`config.mk`:
```
export PLATFORM = sky130hd
export DESIGN_NAME = dcache_wb_buffer
export DESIGN_NICKNAME = d
export VERILOG_FILES = /design/src/rtl/dcache_wb_buffer_pkg.sv /design/src/rtl/dcache_wb_match.sv /design/src/rtl/dcache_wb_buffer.sv
export SDC_FILE = /design/constraint.sdc
export NUM_CORES = 2
export LEC_CHECK = 0
export CAP_MARGIN = 30
export CORE_ASPECT_RATIO = 1.5
export CORE_MARGIN = 1
export CORE_UTILIZATION = 28
export DETAILED_ROUTE_END_ITERATION = 8
export HOLD_SLACK_MARGIN = 0.1
export SLEW_MARGIN = 20
export SYNTH_ARGS = -nofsm -noshare
export SYNTH_HDL_FRONTEND = slang
export SYNTH_HIERARCHICAL = 1
export SYNTH_SLANG_ARGS = --single-unit
```
`constraint.sdc`:
```
create_clock -name clock -period 16.95 [get_ports clock]
set_clock_uncertainty 0.1 [all_clocks]
set_input_delay 3.39 -clock clock [delete_from_list [all_inputs] [get_ports clock]]
set_output_delay 3.39 -clock clock [all_outputs]
set_load 0.01 [all_outputs]
```
`src/rtl/dcache_wb_buffer_pkg.sv`:
```
// Shared types for the data-cache write-back buffer.
// Bus commands, address layout and buffer entry format.
package dcache_wb_buffer_pkg;

  localparam int WB_DEPTH_DEF = 4;

  typedef enum logic [1:0] {
    BUS_NONE  = 2'h0,
    BUS_LOAD  = 2'h1,
    BUS_STORE = 2'h2
  } BUS_COMMAND;

  typedef struct packed {
    logic [55:0] tag;
    logic [4:0]  set_index;
    logic [2:0]  ignore;
  } SASS_ADDR;

  typedef struct packed {
    logic        valid;
    SASS_ADDR    addr;
    logic [63:0] data;
  } WB_ENTRY_t;

  typedef enum logic {
    WB_IDLE,
    WB_REQ
  } wb_state_e;

  function automatic logic [63:0] bus_addr(input SASS_ADDR a);
    return {a.tag, a.set_index, 3'b000};
  endfunction

endpackage

```
`src/rtl/dcache_wb_match.sv`:
```
// Associative search of the write-back FIFO.
// Scans oldest to youngest so the youngest match wins.
module dcache_wb_match
  import dcache_wb_buffer_pkg::*;
#(
  parameter int DEPTH = WB_DEPTH_DEF,
  parameter int PW    = $clog2(DEPTH)
) (
  input  SASS_ADDR                addr_i,
  input  WB_ENTRY_t [DEPTH-1:0]   ent_i,
  input  logic      [PW:0]        head_i,
  input  logic      [PW:0]        tail_i,
  output logic                    hit_o,
  output logic      [PW-1:0]      idx_o
);

  logic [PW:0]   cnt;
  logic [PW-1:0] idx;
  logic          unused_bits;

  assign cnt         = tail_i - head_i;
  assign unused_bits = ^{ent_i, addr_i.ignore};

  always_comb begin
    hit_o = 1'b0;
    idx_o = '0;
    idx   = '0;
    for (int k = 0; k < DEPTH; k++) begin
      idx = head_i[PW-1:0] + PW'(k);
      if (((PW+1)'(k) < cnt) && ent_i[idx].valid &&
          (ent_i[idx].addr.tag == addr_i.tag) &&
          (ent_i[idx].addr.set_index == addr_i.set_index)) begin
        hit_o = 1'b1;
        idx_o = idx;
      end
    end
  end

endmodule

```
`src/rtl/dcache_wb_buffer.sv`:
```
// Write-back buffer: queues dirty victims, drains them as
// BUS_STORE requests, and lets load misses snoop pending lines.
module dcache_wb_buffer
  import dcache_wb_buffer_pkg::*;
#(
  parameter int WB_DEPTH = WB_DEPTH_DEF
) (
  input  logic        clock,
  input  logic        reset,
  input  logic        evict_en,
  input  logic        evict_valid,
  input  logic        evict_dirty,
  input  SASS_ADDR    evict_addr,
  input  logic [63:0] evict_data,
  output logic        wb_full,
  output logic        wb_empty,
  input  logic        lookup_en,
  input  SASS_ADDR    lookup_addr,
  output logic        lookup_hit,
  output logic [63:0] lookup_data,
  input  logic        mem_grant,
  output BUS_COMMAND  proc2mem_command,
  output logic [63:0] proc2mem_addr,
  output logic [63:0] proc2mem_data,
  input  logic [3:0]  mem2proc_response
);

  localparam int PW = $clog2(WB_DEPTH);

  WB_ENTRY_t [WB_DEPTH-1:0] ent_q, ent_d;
  logic [PW:0]   head_q, head_d;
  logic [PW:0]   tail_q, tail_d;
  wb_state_e     state_q, state_d;

  logic          evict_ok, issue, pop;
  logic          co_hit, coalesce, alloc;
  logic [PW-1:0] co_idx;
  logic          lk_hit;
  logic [PW-1:0] lk_idx;
  WB_ENTRY_t     head_ent;

  assign wb_full  = (head_q[PW-1:0] == tail_q[PW-1:0]) &&
                    (head_q[PW] != tail_q[PW]);
  assign wb_empty = (head_q == tail_q);
  assign head_ent = ent_q[head_q[PW-1:0]];

  assign evict_ok = evict_en & evict_valid & evict_dirty & ~wb_full;
  assign issue    = (state_q == WB_REQ) & mem_grant;
  assign pop      = issue & (|mem2proc_response);

  // A line leaving on the bus this cycle cannot absorb new data.
  assign coalesce = evict_ok & co_hit &
                    ~(pop & (co_idx == head_q[PW-1:0]));
  assign alloc    = evict_ok & ~coalesce;

  dcache_wb_match #(.DEPTH(WB_DEPTH), .PW(PW)) u_co_match (
    .addr_i (evict_addr),
    .ent_i  (ent_q),
    .head_i (head_q),
    .tail_i (tail_q),
    .hit_o  (co_hit),
    .idx_o  (co_idx)
  );

  dcache_wb_match #(.DEPTH(WB_DEPTH), .PW(PW)) u_lk_match (
    .addr_i (lookup_addr),
    .ent_i  (ent_q),
    .head_i (head_q),
    .tail_i (tail_q),
    .hit_o  (lk_hit),
    .idx_o  (lk_idx)
  );

  assign lookup_hit  = lookup_en & lk_hit;
  assign lookup_data = lookup_hit ? ent_q[lk_idx].data : '0;

  assign proc2mem_command = issue ? BUS_STORE : BUS_NONE;
  assign proc2mem_addr    = issue ? bus_addr(head_ent.addr) : '0;
  assign proc2mem_data    = issue ? head_ent.data : '0;

  always_comb begin
    ent_d  = ent_q;
    head_d = head_q;
    tail_d = tail_q;
    if (pop) begin
      ent_d[head_q[PW-1:0]].valid = 1'b0;
      head_d = head_q + 1'b1;
    end
    if (coalesce) begin
      ent_d[co_idx].data = evict_data;
    end
    if (alloc) begin
      ent_d[tail_q[PW-1:0]] = '{valid: 1'b1,
                                addr:  evict_addr,
                                data:  evict_data};
      tail_d = tail_q + 1'b1;
    end
    state_d = (head_d != tail_d) ? WB_REQ : WB_IDLE;
  end

  always_ff @(posedge clock or negedge reset) begin
    if (!reset) begin
      ent_q   <= '0;
      head_q  <= '0;
      tail_q  <= '0;
      state_q <= WB_IDLE;
    end else begin
      ent_q   <= ent_d;
      head_q  <= head_d;
      tail_q  <= tail_d;
      state_q <= state_d;
    end
  end

endmodule

```
# Word level (Yosys, flattened, before mapping)
# Cells that the tools add are included.
dict set report totals {
  elab_cells 147
  register_bits 523
}
dict set report classes {
  eq_ne 21
  n_reduce_logical 25
  bitwise 13
  addsub 6
  n_mux 45
  magnitude_cmp 14
}
# operator n
set op_table {}
lappend op_table {{$bwmux W516} 3}
lappend op_table {{$mux W516} 3}
lappend op_table {{$bmux W129 S2} 5}
lappend op_table {{$demux W129 S2} 3}
lappend op_table {{$mux W129} 6}
lappend op_table {{$eq A56 B56 Y1} 8}
lappend op_table {{$mux W64} 5}
lappend op_table {{$eq A5 B5 Y1} 8}
lappend op_table {{$logic_and A1 B1 Y1} 24}
lappend op_table {{$lt A2 B3 Y1 const B} 7}
lappend op_table {{$mux W2} 9}
lappend op_table {{$and A1 B1 Y1} 10}
lappend op_table {{$mux W1} 9}
lappend op_table {{$add A3 B1 Y3 const B} 2}
lappend op_table {{$ge A2 B1 Y1 const B} 3}
lappend op_table {{$lt A1 B3 Y1 const A} 2}
lappend op_table {{$lt A2 B3 Y1 const A} 2}
lappend op_table {{$mux W3} 2}
lappend op_table {{$add A2 B2 Y2 const B} 2}
lappend op_table {{$eq A2 B2 Y1} 2}
lappend op_table {{$reduce_or A4 Y1} 1}
lappend op_table {{$eq A3 B3 Y1} 1}
lappend op_table {{$ne A3 B3 Y1} 1}
lappend op_table {{$not A1 Y1} 3}
lappend op_table {{other kinds (3)} 3}

# Logic depth before layout (Yosys ltp)
dict set report depth {
  word_depth 18
  mapped_depth 22
  depth_no_buf 17
}

# Hierarchy
# The synthesis kept the hierarchy.
# mod n_inst cells_per_inst area_each_um2 seq_area_each_um2
set by_module_without_submodules {}
lappend by_module_without_submodules {dcache_wb_buffer 1 1617 25490.7 13087.6}
lappend by_module_without_submodules {dcache_wb_match 2 961 9590.4 0.0}

# Least setup slack after synthesis
# Ideal clock, no wire load.
dict set report synth_path {
  path_kind {in2out}
  startpoint {input port lookup_addr[45] in the netlist's numbering}
  endpoint {output port lookup_data[33]}
  required_time_ns 13.460
  cell_stages 13
  t_arrival_ns 7.092
  n_path_buf 3
  path_slack_ns 6.368
  path_cell_list {clkbuf_1 > o22ai_1 > a211oi_1 > a31oi_1 > or4_1 > or4_1 > o21ba_1 > nand4bb_1 > o2111ai_1 > buf_2 > buf_1 > mux4_2 > and2_1}
}
dict set report synth_via {
  elab_chain_cells 10
}
# element line
set synth_rtl {}
lappend synth_rtl {{start, declared} dcache_wb_buffer.sv:18} ;# input SASS_ADDR lookup_addr,
lappend synth_rtl {{$eq A56 B56 Y1} dcache_wb_match.sv:31} ;# (ent_i[idx].addr.tag == addr_i.tag) &&
lappend synth_rtl {{$logic_and A1 B1 Y1} dcache_wb_match.sv:30} ;# if (((PW+1)'(k) < cnt) && ent_i[idx].valid &&
lappend synth_rtl {{$logic_and A1 B1 Y1} dcache_wb_match.sv:31}
lappend synth_rtl {{$mux W2 (3 in series)} dcache_wb_match.sv:30}
lappend synth_rtl {{$mux W2 *} dcache_wb_match.sv:30}
lappend synth_rtl {{via lk_idx[1]} dcache_wb_buffer.sv:39} ;# logic [PW-1:0] lk_idx;
lappend synth_rtl {{$bmux W129 S2 *} dcache_wb_buffer.sv:75} ;# assign lookup_data = lookup_hit ? ent_q[lk_idx].data : '0;
lappend synth_rtl {{$mux W64 (implied by the code) *} dcache_wb_buffer.sv:75}
lappend synth_rtl {{$mux W64 *} dcache_wb_buffer.sv:75}
lappend synth_rtl {{end, declared} dcache_wb_buffer.sv:20} ;# output logic [63:0] lookup_data,
# Mark *: on every way through the listed nets, which the timed path passes. The rest lies on a longest branch. The select of a mux whose other input is x is not followed.

# Worst setup path after layout
dict set report layout_path {
  startpoint {input port lookup_addr[32] in the netlist's numbering}
  endpoint {output port lookup_data[13]}
}
# Same word-level chain as after synthesis.

==> summary.md <==
| Metric | Value |
|---|---|
| Status | completed |
| CP Capture Type | output pin |
| Rel. slew slack | 22.1% |
| Gp weighted congestion | 1.04 |
| Initial drt markers | 3109 |
| Nets | 3926 |
| Routed wire per std cell | 33.7 µm |
| Top Ports | 400 |
| Post-CTS setup buffers | 0 |
| Post-Syn Area | 44200 µm² |
| Worst setup margin | 4.09 ns |
| Vias in the first global route | 33847 |
| Crit path time final | 12.86 ns |
| Total gr overflow | 0 |
| Clk Latency, worst-skew pair | 0.71 ns |
| Starting Density | 28.2% |
| CTS buffer count | 60 |
| DP Wirelength | 148 mm |
| Setup TNS | 0 ns |
| Antenna violations before repair | 23 |
| Post-CTS Hold Buffers | 0 |
| Crit path buf inv count | 3 |
| Final Instance Area | 51600 µm² |
| Required @ worst endpoint | 13.46 ns |
| Final hold viol count | 0 |
| Synth warn | 6 |
| Met1 global-route usage | 28.6% |
| Initial DRT Pass Iterations | 6 |
| Post-CTS sizing | 0 |
| Synth Area per Inst | 12.6 µm² |
| Max Fclk | 77.7 MHz |
| Share of cells above drive strength 1 | 27.4% |
| Leak Pwr | 19.8 nW |
| Peak supply drop | 108 µV |
| CTS tree | done |
| Largest stage delay, worst path | 0.96 ns |
| Routing usage on met3 | 7.26% |
| DP Worst Slack | 4.29 ns |
| CP Max Fanout | 27 |
| Critical-path top delay cell | nor4_1 |
| Commonest non-fill, non-tap cells in the layout | dfrtp_1 (509), mux4_2 (441), clkdlybuf4s50_1 (388), mux2i_1 (388), mux2_2 (357) |
| Worst Setup Path Type | in -> out |
| P&R area growth vs syn | 16.7% |
| Worst-path cell chain | clkdlybuf4s50_1 -> xnor2_1 -> nand4_1 -> nor4_1 -> nand3_1 -> nor3_2 -> o21bai_1 -> a21oi_4 -> buf_4 -> mux4_2 -> and2_1 -> clkdlybuf4s50_1 |
| Critical path launch point type | primary input |
| Dpl cell area | 49400 µm² |
| Die H | 489 µm |
| Post-synthesis cell count | 3515 |
| Final setup fails | 0 |
| I/O Buffers | 389 |
| Die X | 327 µm |
| Most common cell after layout, fill and taps aside | dfrtp_1 |
| Core area | 157000 µm² |
| GRT Max-Usage Layer | met2 |
| Slew Limit Fails | 0 |
| GRT Total Usage | 24.2% |
| # clock sinks | 511 |
| CTS H-tree lvls | 2 |
| Detail Route Antenna Nets | 0 |
| Grt met2 use | 37.2% |
| Reg clk slew, reported paths | 0.06 ns |
| Worst min path class | reg -> reg |
| Largest net degree at the start of global routing | 180 |
| Worst-Margin Slew | 1.16 ns |
| Maxcap violations | 0 |
| Clk buf depth | 3 |
| Final WL | 196 mm |
| Via/cell ratio | 5.81 |
| Arrival time at the worst endpoint | 9.37 ns |
| DRC | 0 |
| Root Driver | clkbuf_16 |
| Via count | 33861 |
| Period utilisation layout | 75.9% |
| Worst path most repeated cell | clkdlybuf4s50_1 |
| Pwr dens | 232 nW/µm² |
| First-pass GRT wire length | 273 mm |
| Row cnt | 178 |
| Die ar. | 160000 µm² |
| CP top delay family | simple AND/OR/NAND/NOR gates |
| RSZ-0062 raised after global routing | no |
-- sequential cells by signal, indices dropped and copies added (netlist names) --
name     flops
ent_q      504
head_q       3
tail_q       3
state_q      1
-- where the power goes --
part           total (mW)  internal, mW  leakage [nW]  switching [mW]
sequential           2.73          1.78          6.35           0.955
combinational        7.82          3.56          12.4            4.26
clock                1.42         0.825          1.04           0.596
total                12.0          6.17          19.8            5.81
-- metal layers --
layer	vias to the layer above	share of wire [%]
li1	13965	-
met1	17881	38
met2	1576	45
met3	415	8.9
met4	24	8.8
met5	-	0.076
-- through the flow --
| stage | std cells | power, mW | hold slack, ns | utilization [%] |
|---|---|---|---|---|
| finish | 5832 | 12.0 | 0.409 | 32.9 |
| global route | 5829 | 12.4 | 0.431 | 32.9 |
| CTS | 5823 | 11.8 | 0.411 | 32.9 |
| detailed placement | 5714 | 10.3 | 0.398 | 31.5 |
| global placement | 5706 | 10.2 | 0.386 | 31.5 |
| floorplan | 3518 | 7.52 | 0.376 | - |
-- layout make-up --
cell class | count | area, µm²
Fill cell | 15835 | 105000
Multi-Input combinational cell | 2636 | 29400
Sequential cell | 511 | 12800
Timing Repair Buffer | 464 | 4590
Tap cell | 2070 | 2590
Clock buffer | 77 | 1690
Clock inverter | 32 | 422
Inverter | 38 | 148
Antenna cell | 4 | 10.0
-- worst paths after layout --
kind | start | to | slack, ns | depth (start not counted)
hold reg to reg | ent_q[409] | ent_q[409] | 0.41 | 1
hold / removal | ent_q[409] | ent_q[409] | 0.41 | 1
max in group asynchronous | reset | ent_q[218] | 11.93 | 4
min in group asynchronous | reset | ent_q[170] | 2.64 | 1
setup / recovery | lookup_addr[32] | lookup_data[13] | 4.09 | 12
setup reg to reg | head_q[0] | ent_q[3] | 7.35 | 18
(Power assumes the default switching activity.)
